$ cat src/rtl/alu_seq_ctrl.sv
// alu_seq_ctrl
//   Command sequencer wrapped around an external combinational ALU. One
//   operation is accepted per valid/ready handshake; the operands and op code
//   are registered and drive the ALU, whose result is captured one cycle later
//   together with zero/overflow/error flags and returned over a valid/ready
//   response port. An accumulator holds the last error-free result so chained
//   operations can use it as operand A.
//
//   State | Meaning
//   IDLE  | waiting for a command (o_cmd_ready = 1)
//   ISSUE | operands on the ALU, result captured at the next edge
//   HOLD  | response presented until the consumer takes it
//
// Ports
//   i_clk, i_rst                 clock, async active-high reset
//   i_cmd_valid / o_cmd_ready    command handshake
//   i_cmd_op, i_cmd_acc          op code, use accumulator as operand A
//   i_cmd_a, i_cmd_b             signed operands
//   o_alu_sel, o_alu_a, o_alu_b  registered drive to the ALU
//   i_alu_c, i_alu_z             ALU result and zero flag
//   o_rsp_valid / i_rsp_ready    response handshake
//   o_rsp_data                   signed result
//   o_rsp_zero, o_rsp_ovf,
//   o_rsp_err                    zero, signed overflow, divide/mod by zero
module alu_seq_ctrl #(
    parameter int WIDTH = 16
) (
    input  logic             i_clk,
    input  logic             i_rst,
    input  logic             i_cmd_valid,
    output logic             o_cmd_ready,
    input  logic [2:0]       i_cmd_op,
    input  logic             i_cmd_acc,
    input  logic [WIDTH-1:0] i_cmd_a,
    input  logic [WIDTH-1:0] i_cmd_b,
    output logic [2:0]       o_alu_sel,
    output logic [WIDTH-1:0] o_alu_a,
    output logic [WIDTH-1:0] o_alu_b,
    input  logic [WIDTH-1:0] i_alu_c,
    input  logic             i_alu_z,
    output logic             o_rsp_valid,
    input  logic             i_rsp_ready,
    output logic [WIDTH-1:0] o_rsp_data,
    output logic             o_rsp_zero,
    output logic             o_rsp_ovf,
    output logic             o_rsp_err
);

    typedef enum logic [1:0] {
        IDLE  = 2'd0,
        ISSUE = 2'd1,
        HOLD  = 2'd2
    } state_t;

    localparam logic [2:0] OP_ADD = 3'b000;
    localparam logic [2:0] OP_SUB = 3'b001;
    localparam logic [2:0] OP_DIV = 3'b011;
    localparam logic [2:0] OP_MOD = 3'b100;

    localparam logic [WIDTH-1:0] MOST_NEG = {1'b1, {(WIDTH-1){1'b0}}};
    localparam logic [WIDTH-1:0] MINUS_ONE = {WIDTH{1'b1}};

    state_t           r_state;
    logic [2:0]       r_sel;
    logic [WIDTH-1:0] r_a;
    logic [WIDTH-1:0] r_b;
    logic [WIDTH-1:0] r_acc;
    logic             r_rsp_valid;
    logic [WIDTH-1:0] r_rsp_data;
    logic             r_rsp_zero;
    logic             r_rsp_ovf;
    logic             r_rsp_err;

    logic             w_sa;
    logic             w_sb;
    logic             w_sc;
    logic             w_err;
    logic             w_ovf;

    assign w_sa = r_a[WIDTH-1];
    assign w_sb = r_b[WIDTH-1];
    assign w_sc = i_alu_c[WIDTH-1];

    // Divide and mod by zero: the ALU output is meaningless, so it is ignored.
    assign w_err = ((r_sel == OP_DIV) || (r_sel == OP_MOD)) && (r_b == '0);

    always_comb begin
        w_ovf = 1'b0;
        case (r_sel)
            OP_ADD:  w_ovf = (w_sa == w_sb) && (w_sc != w_sa);
            OP_SUB:  w_ovf = (w_sa != w_sb) && (w_sc != w_sa);
            // Only quotient that does not fit: MOST_NEG / -1
            OP_DIV:  w_ovf = (r_a == MOST_NEG) && (r_b == MINUS_ONE);
            default: w_ovf = 1'b0;
        endcase
    end

    always_ff @(posedge i_clk or posedge i_rst) begin
        if (i_rst) begin
            r_state     <= IDLE;
            r_sel       <= '0;
            r_a         <= '0;
            r_b         <= '0;
            r_acc       <= '0;
            r_rsp_valid <= 1'b0;
            r_rsp_data  <= '0;
            r_rsp_zero  <= 1'b0;
            r_rsp_ovf   <= 1'b0;
            r_rsp_err   <= 1'b0;
        end else begin
            case (r_state)
                IDLE: begin
                    if (i_cmd_valid) begin
                        r_sel   <= i_cmd_op;
                        r_b     <= i_cmd_b;
                        r_a     <= i_cmd_acc ? r_acc : i_cmd_a;
                        r_state <= ISSUE;
                    end
                end
                ISSUE: begin
                    if (w_err) begin
                        r_rsp_data <= '0;
                        r_rsp_zero <= 1'b0;
                        r_rsp_ovf  <= 1'b0;
                        r_rsp_err  <= 1'b1;
                    end else begin
                        r_rsp_data <= i_alu_c;
                        r_rsp_zero <= i_alu_z;
                        r_rsp_ovf  <= w_ovf;
                        r_rsp_err  <= 1'b0;
                    end
                    r_rsp_valid <= 1'b1;
                    r_state     <= HOLD;
                end
                HOLD: begin
                    if (i_rsp_ready) begin
                        r_rsp_valid <= 1'b0;
                        if (!r_rsp_err) begin
                            r_acc <= r_rsp_data;
                        end
                        r_state <= IDLE;
                    end
                end
                default: r_state <= IDLE;
            endcase
        end
    end

    assign o_cmd_ready = (r_state == IDLE);
    assign o_alu_sel   = r_sel;
    assign o_alu_a     = r_a;
    assign o_alu_b     = r_b;
    assign o_rsp_valid = r_rsp_valid;
    assign o_rsp_data  = r_rsp_data;
    assign o_rsp_zero  = r_rsp_zero;
    assign o_rsp_ovf   = r_rsp_ovf;
    assign o_rsp_err   = r_rsp_err;

endmodule

$ cat config.mk
export PLATFORM = sky130hd
export DESIGN_NAME = alu_seq_ctrl
export DESIGN_NICKNAME = d
export VERILOG_FILES = /design/src/rtl/alu_seq_ctrl.sv
export SDC_FILE = /design/constraint.sdc
export NUM_CORES = 1
export LEC_CHECK = 0
export CELL_PAD_IN_SITES_DETAIL_PLACEMENT = 2
export CELL_PAD_IN_SITES_GLOBAL_PLACEMENT = 2
export CORE_MARGIN = 8
export CORE_UTILIZATION = 25
export DETAILED_ROUTE_END_ITERATION = 8
export GPL_ROUTABILITY_DRIVEN = 0
export GPL_TIMING_DRIVEN = 1
export PLACE_DENSITY = 0.84
export SLEW_MARGIN = 15
export SYNTH_ARGS = -nofsm -noshare
export SYNTH_HDL_FRONTEND = slang
export SYNTH_SLANG_ARGS = --single-unit
$ cat constraint.sdc
create_clock -name i_clk -period 2 [get_ports i_clk]
set_input_delay 0.2 -clock i_clk [delete_from_list [all_inputs] [get_ports i_clk]]
set_output_delay 0.2 -clock i_clk [all_outputs]
set_load 0.02 [all_outputs]
==> reports/qor.yml <==
ctsResizeCount: 0
required_ps: 2240
clockRootBuffer: "clkbuf_16"
cts.sinks: 73
clockBufferDepth: 2
num_antenna_cells: 0
p_per_area_mw_per_mm2: 1700
ys_ff_latch: 73
status: "finished, final reports clean"
reg2reg_from: "o_alu_sel[1]$_DFFE_PP0P_"
nFillCells: 1228
netlist_area_mm2: 0.00302
nets: 405
cts_buffers: 9
hp-class: "in2async"
antenna_found_initial: 0
synth.most_common_cell: "dfrtp_1"
async_reset_ff_share_pct: 100
skew_ps: 7.14
die_h_um: 126
die_area_mm2: 0.0159
p_sw_mw: 3.00
syn_to_final_growth_pct: 54.5
hold_violations: 0
finalWirelength_um: 10100
place_hpwl_um: 7710
cts_tree: "built"
tightest_slew_ps: 939
synth_edf_count: 0
synth.avg_cell_area_um2: 13.3
drtPass1Iterations: 4
synthTopCellsByCount: "73 x dfrtp_1, 35 x mux2_2, 20 x a21oi_1, 19 x nor2_1"
port_buffers: 112
rsz0062_at_grt: "no"
setup_viol: 0
vdd.ir_drop.worst_uv: 486
startpoint: "o_alu_sel[1]$_DFFE_PP0P_"
clock.fmax_mhz: 549
syn_nets: 284
grt_pass1_wl_um: 16100
drive_gt1_share_pct: 19.0
ys_seq_area_share_pct: 60.4
ioPinCount: 113
clk_pin_slew_ps: 60
p_leak_nw: 1.96
fin_tns_setup_ps: 0
p_sw_share_pct: 37.9
avgRoutedWirePerCell_um: 20.2
arrival_ps: 2060
pwr-share-clk_pct: 18.4
final-max-slew-violation-count: 0
cap_violations: 0
grt_overflow: 0
postPlaceCellArea_mm2: 0.00440
reg2reg_slack_ps: 180
initial_core_util_pct: 25.4
synth.largest_area_cell: "dfrtp_1"
critPathLaunchType: "flip-flop"
drc: 0
worstSetupEndpointType: "flip-flop"
ys_types: 30
fin_crit_ps: 1820
path_max_fanout: 19
yosysTopAreaCellShare_pct: 60.4
fp-row-count: 40
holdBufCountCts: 0
core_mm2: 0.0119
htreeDepth: 3
finalPower_mw: 7.93
die_w_um: 126
seq_area_mm2: 0.00183
drt-initial-drc-count: 88
slew_headroom_pct: 37.4
path_class: "reg2reg"
vias: 2319
combPwrFrac_pct: 45.7
syn-instance-count: 227
p_int_mw: 4.93
via_per_inst: 4.64
synth-main-ff-cell: "dfrtp_1"
postLayoutCellArea_mm2: 0.00467
r2r-end: "o_rsp_ovf$_DFFE_PP0P_"
p_seq_share_pct: 35.9
fin_crit_sh_pct: 91.1
cp-endpoint: "o_rsp_ovf$_DFFE_PP0P_"
clk-insertion-delay-late_ps: 330
rr_worst_depth: 4
grt_usage_pct: 13.1
multiInputGateArea_mm2: 0.00113
ant_nets: 0
synth_warnings: 0
synth_area_leaders: "dfrtp_1 60%, mux2_2 13%, mux2i_1 5.6%"
grt_max_degree: 53
postCtsSetupBuffers: 0
grt_pass1_vias: 2766
[state kept, by name, summed over array words and instances (netlist names)]
register and cells:
o_rsp_ovf 1, o_rsp_zero 1, o_rsp_data 16, r_state 2
o_rsp_valid 1, r_acc 16, o_alu_b 16, o_rsp_err 1
o_alu_a 16, o_alu_sel 3
[worst min path at each step]
stage | cells after the start | end | slack (ps) | start
2_1_floorplan | 1 | r_state[1]$_DFFE_PP0P_ | 310 | i_rsp_ready
3_3_place_gp | 1 | r_acc[1]$_DFFE_PP0P_ | 490 | r_acc[1]$_DFFE_PP0P_
3_5_place_dp | 1 | r_acc[10]$_DFFE_PP0P_ | 500 | r_acc[10]$_DFFE_PP0P_
4_1_cts | 2 | o_rsp_data[3]$_DFFE_PP0P_ | 270 | i_rst
5_1_grt | 2 | o_rsp_data[3]$_DFFE_PP0P_ | 300 | i_rst
6_report | 2 | o_rsp_data[3]$_DFFE_PP0P_ | 270 | i_rst
[area by class of cell]
cell class	count	area share, %
Clock inverter	6	0.723
Timing Repair Buffer	122	26.7
Sequential cell	73	39.1
Clock buffer	10	5.12
Multi-Input combinational cell	139	24.1
Tap cell	147	3.94
Inverter	3	0.321
[stage by stage]
stage               util (%)  setup WS, ps  hold slack [ps]  std cells
floorplan                  -           298              309        227
global placement        36.9           226              490        484
detailed placement      36.9          40.3              498        484
CTS                     39.2          97.6              275        500
global route            39.2          14.5              301        500
finish                  39.2           179              267        500
[layer usage]
metal	GRT usage, %	part of all wire, %
met4	3.96	1.1
met2	23.0	52
met5	0	0
met3	4.30	5.7
met1	14.9	41
[cells in the final DEF (no fill, tap or decap), types with 5 or more instances in the layout]
| master | synthesis | layout |
|---|---|---|
| buf_4 | 1 | 6 |
| a21oi_1 | 20 | 20 |
| dfrtp_1 | 73 | 73 |
| clkbuf_16 | 0 | 9 |
| a22o_1 | 17 | 17 |
| mux2i_1 | 17 | 17 |
| nor2_1 | 19 | 19 |
| mux2_2 | 35 | 35 |
| clkdlybuf4s50_1 | 0 | 112 |
| clkinv_2 | 0 | 5 |
[power groups by stage]
stage	Combinational, mW	Sequential [mW]	Clock [mW]
finish	3.62	2.85	1.46
global route	3.87	2.97	1.57
CTS	3.71	2.87	1.51
detailed placement	3.68	2.89	0
global placement	3.56	2.81	0
floorplan	1.22	3.38	0
[worst max-delay path, cell delays in order, from the launching register on]
cell,delay [ps]
dfrtp_1,410
nor2b_1,170
a21o_1,190
a21oi_2,710
a2bb2oi_1,260
[logic make-up (layout without fill, tap and decap cells)]
logic type,count (synthesis),count (layout),share of synthesized area (%)
buffers and inverters,15,141,2.57
flip-flops,73,73,60.4
AND/OR/NAND/NOR,45,45,8.82
AO/OA/AOI/OAI,41,41,9.23
multiplexers,52,52,18.7
XOR/XNOR,1,1,0.290
Power figures use the tool's default switching activity.
